### config.mk
export PLATFORM = sky130hd
export DESIGN_NAME = pc_gen_flat
export DESIGN_NICKNAME = d
export VERILOG_FILES = /design/src/rtl/pc_gen_pkg.sv /design/src/rtl/pc_gen_if.sv /design/src/rtl/pc_redirect_pend.sv /design/src/rtl/pc_gen.sv /design/src/flat_wrapper.sv
export SDC_FILE = /design/constraint.sdc
export NUM_CORES = 1
export LEC_CHECK = 0
export ABC_AREA = 1
export CAP_MARGIN = 40
export CORE_MARGIN = 1
export CORE_UTILIZATION = 50
export DETAILED_ROUTE_END_ITERATION = 12
export PLACE_DENSITY = 0.82
export SYNTH_ARGS = -nofsm -noshare
export SYNTH_HDL_FRONTEND = slang
export SYNTH_SLANG_ARGS = --single-unit
### constraint.sdc
create_clock -name clk -period 3.6 [get_ports clk]
set_clock_uncertainty 0.2 [all_clocks]
set_input_delay 0.9 -clock clk [delete_from_list [all_inputs] [get_ports clk]]
set_output_delay 0.9 -clock clk [all_outputs]
set_load 0.05 [all_outputs]
### src/rtl/pc_gen_pkg.sv
// rtl/pc_gen_pkg.sv - shared types and helpers for the instruction-fetch PC generator
package if_pkg;

  typedef enum logic {
    IDLE = 1'b0,
    RUN  = 1'b1
  } state_t;

  typedef enum logic {
    BRANCH = 1'b0,
    EXC    = 1'b1
  } pend_kind_t;

  // log2 of a power-of-two fetch step; also the count of forced-zero target bits
  function automatic int STEP_LSB(input int step);
    int n;
    n = 0;
    for (int i = 0; i < 31; i++) begin
      if ((1 << i) < step) n = i + 1;
    end
    return n;
  endfunction

endpackage

### src/rtl/pc_gen_if.sv
// rtl/pc_gen_if.sv - redirect requests in, fetch address/enable out
interface pc_gen_if #(
  parameter int ADDR_W = 32
);
  logic              stall_i;
  logic              branch_flag_i;
  logic [ADDR_W-1:0] branch_address_i;
  logic              exc_flag_i;
  logic [ADDR_W-1:0] exc_address_i;
  logic [ADDR_W-1:0] pc;
  logic              ce;
  logic              redirect_pend_o;

  modport master (
    output stall_i, branch_flag_i, branch_address_i, exc_flag_i, exc_address_i,
    input  pc, ce, redirect_pend_o
  );

  modport slave (
    input  stall_i, branch_flag_i, branch_address_i, exc_flag_i, exc_address_i,
    output pc, ce, redirect_pend_o
  );
endinterface

### src/rtl/pc_redirect_pend.sv
// rtl/pc_redirect_pend.sv - holds one redirect that arrived during a stall
module pc_redirect_pend
  import if_pkg::*;
#(
  parameter int ADDR_W = 32
) (
  input  logic              clk,
  input  logic              rst,
  input  logic              i_cap_en,
  input  logic              i_clr,
  input  logic              i_branch_flag,
  input  logic [ADDR_W-1:0] i_branch_addr,
  input  logic              i_exc_flag,
  input  logic [ADDR_W-1:0] i_exc_addr,
  output logic              o_valid,
  output pend_kind_t        o_kind,
  output logic [ADDR_W-1:0] o_addr
);

  logic              r_valid;
  pend_kind_t        r_kind;
  logic [ADDR_W-1:0] r_addr;
  logic              w_branch_may_write;

  // a branch may replace an earlier branch but never a waiting exception
  assign w_branch_may_write = !r_valid || (r_kind == BRANCH);

  always_ff @(posedge clk or posedge rst) begin
    if (rst) begin
      r_valid <= 1'b0;
      r_kind  <= BRANCH;
      r_addr  <= '0;
    end else if (i_clr) begin
      r_valid <= 1'b0;
      r_kind  <= BRANCH;
      r_addr  <= '0;
    end else if (i_cap_en) begin
      if (i_exc_flag) begin
        r_valid <= 1'b1;
        r_kind  <= EXC;
        r_addr  <= i_exc_addr;
      end else if (i_branch_flag && w_branch_may_write) begin
        r_valid <= 1'b1;
        r_kind  <= BRANCH;
        r_addr  <= i_branch_addr;
      end
    end
  end

  assign o_valid = r_valid;
  assign o_kind  = r_kind;
  assign o_addr  = r_addr;

endmodule

### src/rtl/pc_gen.sv
// rtl/pc_gen.sv - IF-stage PC generator with prioritised and stall-latched redirects
module pc_gen
  import if_pkg::*;
#(
  parameter int              ADDR_W       = 32,
  parameter logic [ADDR_W-1:0] RESET_VECTOR = 32'h8000_0000,
  parameter int              STEP         = 4
) (
  input logic         clk,
  input logic         rst,
  pc_gen_if.slave     if_bus
);

  localparam int                LSB        = STEP_LSB(STEP);
  localparam logic [ADDR_W-1:0] ALIGN_MASK = {ADDR_W{1'b1}} << LSB;

  state_t            r_state;
  state_t            w_state_next;
  logic [ADDR_W-1:0] r_pc;
  logic [ADDR_W-1:0] w_pc_next;
  logic              r_ce;
  logic              w_ce_next;

  logic [ADDR_W-1:0] w_branch_al;
  logic [ADDR_W-1:0] w_exc_al;
  logic              w_run;
  logic              w_pend_valid;
  pend_kind_t        w_pend_kind;
  logic [ADDR_W-1:0] w_pend_addr;

  assign w_branch_al = if_bus.branch_address_i & ALIGN_MASK;
  assign w_exc_al    = if_bus.exc_address_i & ALIGN_MASK;
  assign w_run       = (r_state == RUN);

  pc_redirect_pend #(
    .ADDR_W(ADDR_W)
  ) u_pend (
    .clk           (clk),
    .rst           (rst),
    .i_cap_en      (w_run && if_bus.stall_i),
    .i_clr         (w_run && !if_bus.stall_i),
    .i_branch_flag (if_bus.branch_flag_i),
    .i_branch_addr (w_branch_al),
    .i_exc_flag    (if_bus.exc_flag_i),
    .i_exc_addr    (w_exc_al),
    .o_valid       (w_pend_valid),
    .o_kind        (w_pend_kind),
    .o_addr        (w_pend_addr)
  );

  always_ff @(posedge clk or posedge rst) begin
    if (rst) begin
      r_state <= IDLE;
      r_pc    <= RESET_VECTOR;
      r_ce    <= 1'b0;
    end else begin
      r_state <= w_state_next;
      r_pc    <= w_pc_next;
      r_ce    <= w_ce_next;
    end
  end

  always_comb begin
    w_state_next = r_state;
    w_pc_next    = r_pc;
    w_ce_next    = r_ce;
    case (r_state)
      IDLE: begin
        w_state_next = RUN;
        w_ce_next    = 1'b1;
      end
      RUN: begin
        w_ce_next = 1'b1;
        if (!if_bus.stall_i) begin
          // live exception beats a pending redirect, which beats a live branch
          if (if_bus.exc_flag_i)         w_pc_next = w_exc_al;
          else if (w_pend_valid)         w_pc_next = w_pend_addr;
          else if (if_bus.branch_flag_i) w_pc_next = w_branch_al;
          else                           w_pc_next = r_pc + ADDR_W'(STEP);
        end
      end
      default: begin
        w_state_next = IDLE;
        w_ce_next    = 1'b0;
      end
    endcase
  end

  assign if_bus.pc              = r_pc;
  assign if_bus.ce              = r_ce;
  assign if_bus.redirect_pend_o = w_pend_valid;

endmodule

### src/flat_wrapper.sv
// flat-port wrapper written by rule: the top's interface ports become plain ports
module pc_gen_flat import if_pkg::*;
#(
  parameter int              ADDR_W       = 32,
  parameter logic [ADDR_W-1:0] RESET_VECTOR = 32'h8000_0000,
  parameter int              STEP         = 4
)
  (clk, rst, if_bus_stall_i, if_bus_branch_flag_i, if_bus_branch_address_i, if_bus_exc_flag_i, if_bus_exc_address_i, if_bus_pc, if_bus_ce, if_bus_redirect_pend_o);
  pc_gen_if #(.ADDR_W(ADDR_W)) if_bus_i ();
  input logic clk;
  input logic rst;
  input wire logic [$bits(if_bus_i.stall_i)-1:0] if_bus_stall_i;
  input wire logic [$bits(if_bus_i.branch_flag_i)-1:0] if_bus_branch_flag_i;
  input wire logic [$bits(if_bus_i.branch_address_i)-1:0] if_bus_branch_address_i;
  input wire logic [$bits(if_bus_i.exc_flag_i)-1:0] if_bus_exc_flag_i;
  input wire logic [$bits(if_bus_i.exc_address_i)-1:0] if_bus_exc_address_i;
  output wire logic [$bits(if_bus_i.pc)-1:0] if_bus_pc;
  output wire logic [$bits(if_bus_i.ce)-1:0] if_bus_ce;
  output wire logic [$bits(if_bus_i.redirect_pend_o)-1:0] if_bus_redirect_pend_o;
  assign if_bus_i.stall_i = if_bus_stall_i;
  assign if_bus_i.branch_flag_i = if_bus_branch_flag_i;
  assign if_bus_i.branch_address_i = if_bus_branch_address_i;
  assign if_bus_i.exc_flag_i = if_bus_exc_flag_i;
  assign if_bus_i.exc_address_i = if_bus_exc_address_i;
  assign if_bus_pc = if_bus_i.pc;
  assign if_bus_ce = if_bus_i.ce;
  assign if_bus_redirect_pend_o = if_bus_i.redirect_pend_o;
  pc_gen #(.ADDR_W(ADDR_W), .RESET_VECTOR(RESET_VECTOR), .STEP(STEP)) u_core (.clk(clk), .rst(rst), .if_bus(if_bus_i));
endmodule
==> summary.md <==
| Metric | Value |
|---|---|
| YS warnings | `0` |
| Initial Util | `between 50 and 60%` |
| I/O pin cnt | `approximately 100` |
| Sw power | `roughly 990 uW` |
| Max_cap viols | `0` |
| DP HPWL | `roughly 8400 um` |
| Critical Path Fanout Max | `4` |
| CTS H-tree lvls | `3` |
| Post-synth top area share | `between 30% and 40%` |
| CTS Sinks | `63` |
| Multiplexer share of the synthesized area | `0%` |
| Proportion of layout cells with a drive suffix above 1 | `under 10%` |
| Post-Synth Adder-Cell Area | `less than 1%` |
| Hold Fails Final Rpt | `0` |
| CTS Hold Bufs | `0` |
| Most area-hungry cell type in the Yosys netlist | `dfrtp_1` |
| FMAX | `around 360 MHz` |
| CTS tree | `built` |
| Post-Syn Instances | `between 600 and 700` |
| Compound-cell area share of the yosys netlist | `21.0%` |
| Vias in the first global route | `4682` |
| Tot Pwr | `~2600 uW` |
| CTS-repair resized insts | `0` |
| Reg area | `0.00158 sq mm` |
| Placed Cells incl. Taps | `between 800 and 900` |
| Total routed wirelength | `approximately 13000 um` |
| Crit-path max cell delay | `about 800 ps` |
| Syn Area/Cell | `6.68 sq um` |
| Cell area power density | `between 400 and 500 mW/mm^2` |
| RSZ-0062 raised after global routing | `false` |
| Seq pwr share | `a little over a third` |
| Combinational power share | `about a third` |
| Clock power frac | `between 20% and 30%` |
| First-pass GRT wire length | `about 22000 um` |
| Filler Cell Count | `approximately 690` |
| Post-CTS Repair Setup Buffers | `0` |
| Final Setup Violations | `0` |
| Clk buf depth | `2` |
| Crit path buf inv count | `1` |
| Synth Area in XOR/XNOR | `2.68%` |
| Reg-to-reg critical path endpoint | `u_core.u_pend.o_valid` |
| Die Area | `0.00888 sq mm` |
| Die width | `about 94 um` |
| Worst Tran Pin Value | `about 750 ps` |
| Top FF cell, synth | `dfrtp_1` |
| Largest net degree at the start of global routing | `between 50 and 60` |
| Port Buffer Count | `96` |
| DRC Markers | `0` |
| Worst Reg-to-Reg Cells | `7` |
| Critical Path Stages | `1` |
| Antenna Nets Post-Route | `0` |
| Vias per cell | `about 5.6` |
| Die H | `about 94 um` |
| Drt initial violations | `392` |
| Most frequent cell after synthesis | `nand2_1` |
| CTS root buffer | `clkbuf_8` |
| Arrival time at the worst endpoint | `approximately 1700 ps` |
| Routability cong. | `around 0.9` |
| WP data required | `2500 ps` |
| Switch share | `a little under two fifths` |
| Crit path time final | `about 2800 ps` |
| Final Max Slew Viols | `0` |
| Top cells by area, synth | `dfrtp_1 (36%), nand2_1 (12%), a21oi_1 (10%)` |
| Ys async rst share | `100%` |
| EDFF count, synth | `0` |
| Synthesis-stage register bit count | `63` |
| Synth cell types | `32` |
| Internal power | `about 1600 uW` |
| Startpoint Class | `register` |
| Setup TNS Final | `0 ps` |
| Final nets | `787` |
| Hold Slack | `approximately 330 ps` |
| Post-Synth Simple-Gate Area | `~28%` |
| Core Region | `0.00822 sq mm` |
| Clk Latency, worst-skew pair | `approximately 350 ps` |
| R2r setup slk | `between 1000 and 1500 ps` |
| Tcrit/Tclk final | `78.1%` |
| Post-Syn Area | `between 0.004 and 0.005 sq mm` |
| RR Startpoint | `u_core.u_pend.o_valid` |
| GRT Total Usage | `a little under a third` |
| Max_slew headroom | `49.6%` |
| Status | `finished clean` |
| GR Overflow Total | `0` |
| Pleak | `0.00256 uW` |
| DR vias | `4617` |
| P&R area growth vs syn | `29.5%` |
| CP Cell Sequence | `clkdlybuf4s50_1` |
| Multi-input gate area | `between 0.002 and 0.0025 sq mm` |
| CP max stage cell | `clkdlybuf4s50_1` |
| Worst vdd ir | `roughly 0.27 mV` |
| Cell Rows | `33` |
| CTS buffer count | `9` |
| Main combinational cell family by area after synthesis | `simple AND/OR/NAND/NOR gates` |
| Hold Crit Class | `register to register` |
| First-pass DRT Iterations | `5` |
| WL/cell | `~15 um` |
| Worst setup endpoint | `if_bus_pc[31]` |
| Worst hold start | `u_core.if_bus.pc[31]` |
| Register area share after synthesis | `between 30% and 40%` |
| Worst Setup SP | `u_core.if_bus.pc[31]` |
| Clock Pin Slew Worst Setup and Hold Paths | `roughly 70 ps` |
| CP Capture Type | `output port` |
| Most frequent cells after synthesis | `nand2_1 (140), a21oi_1 (88), nor2_1 (83)` |
| Cell family with most CP delay | `buffers and inverters` |
| Antenna Cells | `0` |
| Final Instance Count excl. Fillers | `827` |
| Initial antenna violation count | `0` |
| Critical setup path kind | `register to output port` |
per-stage QoR:
| step | worst slack [ps] | utilization [%] | instance area, sq um |
|---|---|---|---|
| 6_report | 788 | 67.0 | 5510 |
| 4_1_cts | 785 | 67.0 | 5510 |
| 3_3_place_gp | 841 | 64.0 | 5260 |
| 2_1_floorplan | 932 | - | 4260 |
| 5_1_grt | 755 | 67.0 | 5510 |
| 3_5_place_dp | 781 | 64.0 | 5260 |
metal layers:
metal | part of all wire (%) | up-vias | global-route usage, %
li1 | - | 2210 | -
met1 | 41 | 2162 | 39.8
met2 | 50 | 214 | 52.3
met3 | 7.2 | 31 | 4.77
met4 | 1.8 | 0 | 12.2
met5 | 0 | - | 0
final cells by class:
class	count	share of cell area (%)
clock inverter	5	1.91
inverter	85	5.79
multi-input combinational	454	40.0
clock buffer	11	2.57
timing repair buffer	104	18.7
tap	105	2.39
sequential	63	28.6
kinds of logic after synthesis:
kind of cell	after synthesis
AOI/OAI and AO/OA	160
xor gates and xnor gates	13
adders and majority gates	1
buffers and inverters	120
DFF	63
other	2
and+or+nand+nor	277
how the worst min path moves through the flow:
| stage | end | slack (ps) | cells past startpoint |
|---|---|---|---|
| floorplan | u_core.u_pend.o_kind | 310 | 2 |
| global route | u_core.if_bus.pc[31] | 350 | 2 |
| global placement | u_core.if_bus.pc[31] | 310 | 2 |
| CTS | u_core.if_bus.pc[31] | 340 | 2 |
| detailed placement | u_core.if_bus.pc[31] | 320 | 2 |
| finish | u_core.if_bus.pc[31] | 330 | 2 |
power groups by stage:
stage | Sequential (uW) | Combinational [uW] | Clock, uW
2_1_floorplan | 1090 | 416 | 0
3_3_place_gp | 917 | 883 | 0
3_5_place_dp | 920 | 905 | 0
4_1_cts | 908 | 911 | 768
5_1_grt | 922 | 996 | 802
6_report | 911 | 914 | 772
registers in the layout, summed over array words and instances (netlist names):
register and flops:
u_core.r_state 1, u_core.u_pend.o_addr 30, u_core.u_pend.o_kind 1, u_core.if_bus.pc 30, u_core.u_pend.o_valid 1
cells in the final DEF, fill, tap and decap left out, types with 7 or more instances in the layout:
master	n
o211ai_1	7
o22ai_1	32
nor2_2	7
clkdlybuf4s50_1	95
nand2_1	140
dfrtp_1	62
a21oi_1	88
buf_4	7
o21ai_0	10
inv_1	81
nor2_1	82
xnor2_1	10
clkbuf_8	10
nand3_1	29
o21ai_1	8
Power figures use the tool's default switching activity.
==> patch 1, RTL diff (config.mk and constraints unchanged) <==
`ADDR_W` is set to 32 in 4 places; all go to 48.
--- a/src/rtl/pc_gen_if.sv
+++ b/src/rtl/pc_gen_if.sv
@@ -1,5 +1,5 @@
 // rtl/pc_gen_if.sv - redirect requests in, fetch address/enable out
 interface pc_gen_if #(
-  parameter int ADDR_W = 32
+  parameter int ADDR_W = 48
 );
   logic              stall_i;
--- a/src/rtl/pc_redirect_pend.sv
+++ b/src/rtl/pc_redirect_pend.sv
@@ -3,5 +3,5 @@
   import if_pkg::*;
 #(
-  parameter int ADDR_W = 32
+  parameter int ADDR_W = 48
 ) (
   input  logic              clk,
--- a/src/rtl/pc_gen.sv
+++ b/src/rtl/pc_gen.sv
@@ -3,5 +3,5 @@
   import if_pkg::*;
 #(
-  parameter int              ADDR_W       = 32,
+  parameter int              ADDR_W       = 48,
   parameter logic [ADDR_W-1:0] RESET_VECTOR = 32'h8000_0000,
   parameter int              STEP         = 4
--- a/src/flat_wrapper.sv
+++ b/src/flat_wrapper.sv
@@ -2,5 +2,5 @@
 module pc_gen_flat import if_pkg::*;
 #(
-  parameter int              ADDR_W       = 32,
+  parameter int              ADDR_W       = 48,
   parameter logic [ADDR_W-1:0] RESET_VECTOR = 32'h8000_0000,
   parameter int              STEP         = 4
Interface: changed (resized if_bus_branch_address_i, if_bus_exc_address_i and if_bus_pc); port bits go from 103 to 151. No check against the original RTL was run, so the function may have changed too.
==> patch 1 against the unedited design <==
Area after synthesis is 53% higher; sequential cell count is 32 higher; clock power is 23% higher; routed wire length is 55% higher; cell area is 52% higher; sequential share of layout area is 0.20 points lower; register-to-register slack better by 280 ps; power is 42% higher; worst setup slack worse by 25 ps; count of clock-buffer cells in the layout is 3 higher; critical path type unchanged.
==> patch 1: results (changes against the unedited design) <==
status = complete, no violations (unchanged)
placed insts = 1261 (was 811)
Synth top cells by count = nand2_1 (218), nor2_1 (146), a21oi_1 (136), inv_1 (115), dfrtp_1 (94) (was nand2_1 (140), a21oi_1 (88), nor2_1 (83), inv_1 (82), dfrtp_1 (62))
leakage power = 3.80 nW (was 2.56 nW)
Plain + repair buffers = 159 (was 104)
drt first-iter violations = 730 (was 392)
Clock buffer cells = 14 (was 11)
via/cell ratio = 5.53 (was 5.58)
DPL Wire Length = 13600 um (was 8430 um)
number of global-route vias before repair = 6391 (was 4682)
Clock Power = 0.950 mW (was 0.772 mW)
number of distinct library cells after synthesis = 35 (was 32)
Post-Place Cell Area = 8090 um2 (was 5260 um2)
Root Buffer = clkbuf_16 (was clkbuf_8)
adder-cell share of the synthesized area = 0.00192 (was 0.00294)
sequential cells = 95 (was 63)
Synth Area in XOR/XNOR = 0.0336 (was 0.0268)
Overall Power = 3.69 mW (was 2.60 mW)
clk tree area frac = 0.0334 (was 0.0448)
GP Congestion = 0.986 (was 0.892)
NetSw = 1.44 mW (was 0.986 mW)
proportion of layout cells with a drive suffix above 1 = 0.0570 (was 0.0693)
nets = 1202 (was 787)
Buffers on Ports = 144 (was 96)
Well Taps = 172 (was 105)
fillers = 1144 (was 692)
Signal buf overhead = 0.185 (was 0.187)
DR WL/cell = 15.6 um (was 15.5 um)
Seq pwr share = 0.375 (was 0.351)
Routed WL = 19900 um (was 12800 um)
Logic inverters = 118 (was 85)
Total GRT Usage = 0.301 (was 0.311)
compound-cell area share of the yosys netlist = 0.214 (was 0.210)
Mapped Cells = 984 (was 636)
fraction of the yosys area taken by sequential cells = 0.365 (was 0.371)
worst-path fanout max = 5 (was 4)
multi-input logic portion of the cell area = 0.419 (was 0.400)
ranking of synthesized cells by area = dfrtp_1 (36%), nand2_1 (13%), a21oi_1 (10%), nor2_1 (8.4%), inv_1 (6.6%) (was dfrtp_1 (36%), nand2_1 (12%), a21oi_1 (10%), nor2_1 (7.3%), inv_1 (7.2%))
worst slack, placed = 937 ps (was 781 ps)
fraction of area in registers = 0.284 (was 0.286)
Max-slew headroom = 0.465 (was 0.496)
final instance area = 8370 um2 (was 5510 um2)
CP arrival = 1740 ps (was 1710 ps)
multi-input gates = 717 (was 454)
-- patch 1: changes by cell type after synthesis, sizes merged, moves of 15 or more --
cell,unedited run,this run
xor2,3,19
nor2,95,161
inv,85,115
nand2,146,229
a21oi,89,138
clkbuf,21,39
dfrtp,62,94
o22ai,32,47
-- patch 1: layer usage --
metal	vias to the layer above	global-route usage	routed length (um)
met5	-	0	0
met4	0	0.103	421
met3	34	0.0472	1720
met2	357	0.487	9300
met1	3249	0.412	8450
li1	3418	-	-
-- patch 1: worst paths after layout --
path,startpoint,to,slack [ps],cells after the start
max,u_core.if_bus.pc[31],if_bus_pc[31],760,1
min,u_core.u_pend.o_kind,u_core.u_pend.o_kind,340,2
max reg2reg,u_core.if_bus.pc[3],u_core.if_bus.pc[24],1410,10
min reg2reg,u_core.u_pend.o_kind,u_core.u_pend.o_kind,340,2
max in group asynchronous,rst,u_core.if_bus.pc[37],1780,3
min in group asynchronous,rst,u_core.u_pend.o_addr[17],570,2
==> patch 2, RTL diff (same flow settings) <==
Without the edit above. Reset style: synchronous (`rst`), changed in 2 clocked blocks.
--- a/src/rtl/pc_redirect_pend.sv
+++ b/src/rtl/pc_redirect_pend.sv
@@ -26,5 +26,5 @@
   assign w_branch_may_write = !r_valid || (r_kind == BRANCH);
 
-  always_ff @(posedge clk or posedge rst) begin
+  always_ff @(posedge clk) begin
     if (rst) begin
       r_valid <= 1'b0;
--- a/src/rtl/pc_gen.sv
+++ b/src/rtl/pc_gen.sv
@@ -49,5 +49,5 @@
   );
 
-  always_ff @(posedge clk or posedge rst) begin
+  always_ff @(posedge clk) begin
     if (rst) begin
       r_state <= IDLE;
Behaviour: differs if rst is asserted again (counterexample within 4 cycles, from zero or initial values and one cycle with rst high); with rst held inactive, the same outputs for 10 cycles.
==> patch 2 against the unedited design <==
Power decreased by 30%; fmax decreased by 0.98%; sequential cell count unchanged; register-to-register slack improved by 230 ps; worst setup slack got worse by 28 ps; area after synthesis decreased by 3.9%; routed wire length increased by 4.2%; cell area decreased by 4.3%; final cell count increased by 3.4%; count of clock-buffer cells in the layout decreased by 1; worst hold slack got worse by 7.1 ps.
==> patch 2: results (changes against the unedited design) <==
first-pass GRT wire length = 22300 um (was 21600 um)
critical path startpoint = u_core.if_bus.pc[2] (was u_core.if_bus.pc[31])
initial core utilization = 0.523 (was 0.517)
number of global-route vias before repair = 4705 (was 4682)
Warnings, synthesis = 0 (unchanged)
FF-to-FF setup slack = 1360 ps (was 1130 ps)
compound-cell area share of the yosys netlist = 0.246 (was 0.210)
Routed WL = 13300 um (was 12800 um)
Post-Place Cell Area = 5090 um2 (was 5260 um2)
ranking of synthesized cells by area = dfxtp_1 (31%), nand2_1 (17%), a21oi_1 (10%), nor2_1 (8.5%), o21ai_0 (7.5%) (was dfrtp_1 (36%), nand2_1 (12%), a21oi_1 (10%), nor2_1 (7.3%), inv_1 (7.2%))
adder-cell share of the synthesized area = 0.00306 (was 0.00294)
drt first-iter violations = 242 (was 392)
proportion of layout cells with a drive suffix above 1 = 0.0730 (was 0.0693)
GP Congestion = 0.933 (was 0.892)
pin count of the biggest net entering global routing = 54 (was 51)
number of distinct library cells after synthesis = 31 (was 32)
DPL Wire Length = 9230 um (was 8430 um)
Critical Path Max Stage Delay = 870 ps (was 800 ps)
Crit Reg-Reg Startpoint = u_core.u_pend.o_valid (unchanged)
WHS = 324 ps (was 331 ps)
Internal Power = 1.18 mW (was 1.61 mW)
placed insts = 839 (was 811)
Met2 Wirelength = 6280 um (was 6360 um)
CP arrival = 1740 ps (was 1710 ps)
VDD IR max = 0.241 mV (was 0.269 mV)
syn_area_per_cell = 6.10 um2 (was 6.68 um2)
deepest clock path buffer count = 2 (unchanged)
metal3 WL = 919 um (was 917 um)
Setup WS post-layout = 760 ps (was 788 ps)
Crit Reg-Reg Endpoint = u_core.if_bus.pc[13] (was u_core.u_pend.o_valid)
Synth top cells by count = nand2_1 (184), nor2_1 (92), a21oi_1 (83), dfxtp_1 (63), o21ai_0 (61) (was nand2_1 (140), a21oi_1 (88), nor2_1 (83), inv_1 (82), dfrtp_1 (62))
PostCTS Resize Cnt = 0 (unchanged)
clock insertion delay at the later pin of the skew report = 360 ps
leakage power = 2.18 nW (was 2.56 nW)
status = complete, no violations (unchanged)
async set or reset register ratio after synthesis = 0 (was 1.00)
worst slack, placed = 793 ps (was 781 ps)
via/cell ratio = 5.63 (was 5.58)
Synth Flop Type = dfxtp_1 (was dfrtp_1)
FF-to-FF path depth = 6 (was 7)
M1 WL = 5850 um (was 5290 um)
worst-path fanout max = 6 (was 4)
fin cells = 855 (was 827)
fraction of the yosys area taken by sequential cells = 0.309 (was 0.371)
Setup crit end = if_bus_pc[2] (was if_bus_pc[31])
Total GRT Usage = 0.330 (was 0.311)
Hold Path Origin = u_core.u_pend.o_addr[5] (was u_core.if_bus.pc[31])
Synth Area in XOR/XNOR = 0.0257 (was 0.0268)
worst slew pin tran = 871 ps (was 755 ps)
Root Buffer = clkbuf_8 (unchanged)
nets = 818 (was 787)
patch 2: final cells by class:
class | instances | area, um2
Fill cell | 747 | 2540
Clock buffer | 10 | 128
Clock inverter | 6 | 46.3
Timing Repair Buffer | 108 | 1050
Sequential cell | 63 | 1260
Multi-Input combinational cell | 524 | 2490
Tap cell | 102 | 128
Inverter | 42 | 158
patch 2: worst min-delay path: stages, from the launching register on:
cell and delay, ps:
dfxtp_1 310, o21ai_1 120, a31oi_1 40
patch 2: power by group through the flow:
stage	Combinational, mW	Sequential [mW]	Clock [mW]
finish	0.461	0.787	0.572
global route	0.501	0.793	0.609
CTS	0.458	0.785	0.573
detailed placement	0.455	0.801	0
global placement	0.444	0.799	0
floorplan	0.201	0.870	0
patch 2: metal layers:
metal / GRT usage / vias up
met1: 0.420 / 2225
met2: 0.554 / 207
met5: 0 / -
met3: 0.0534 / 27
met4: 0.134 / 0
li1: - / 2357
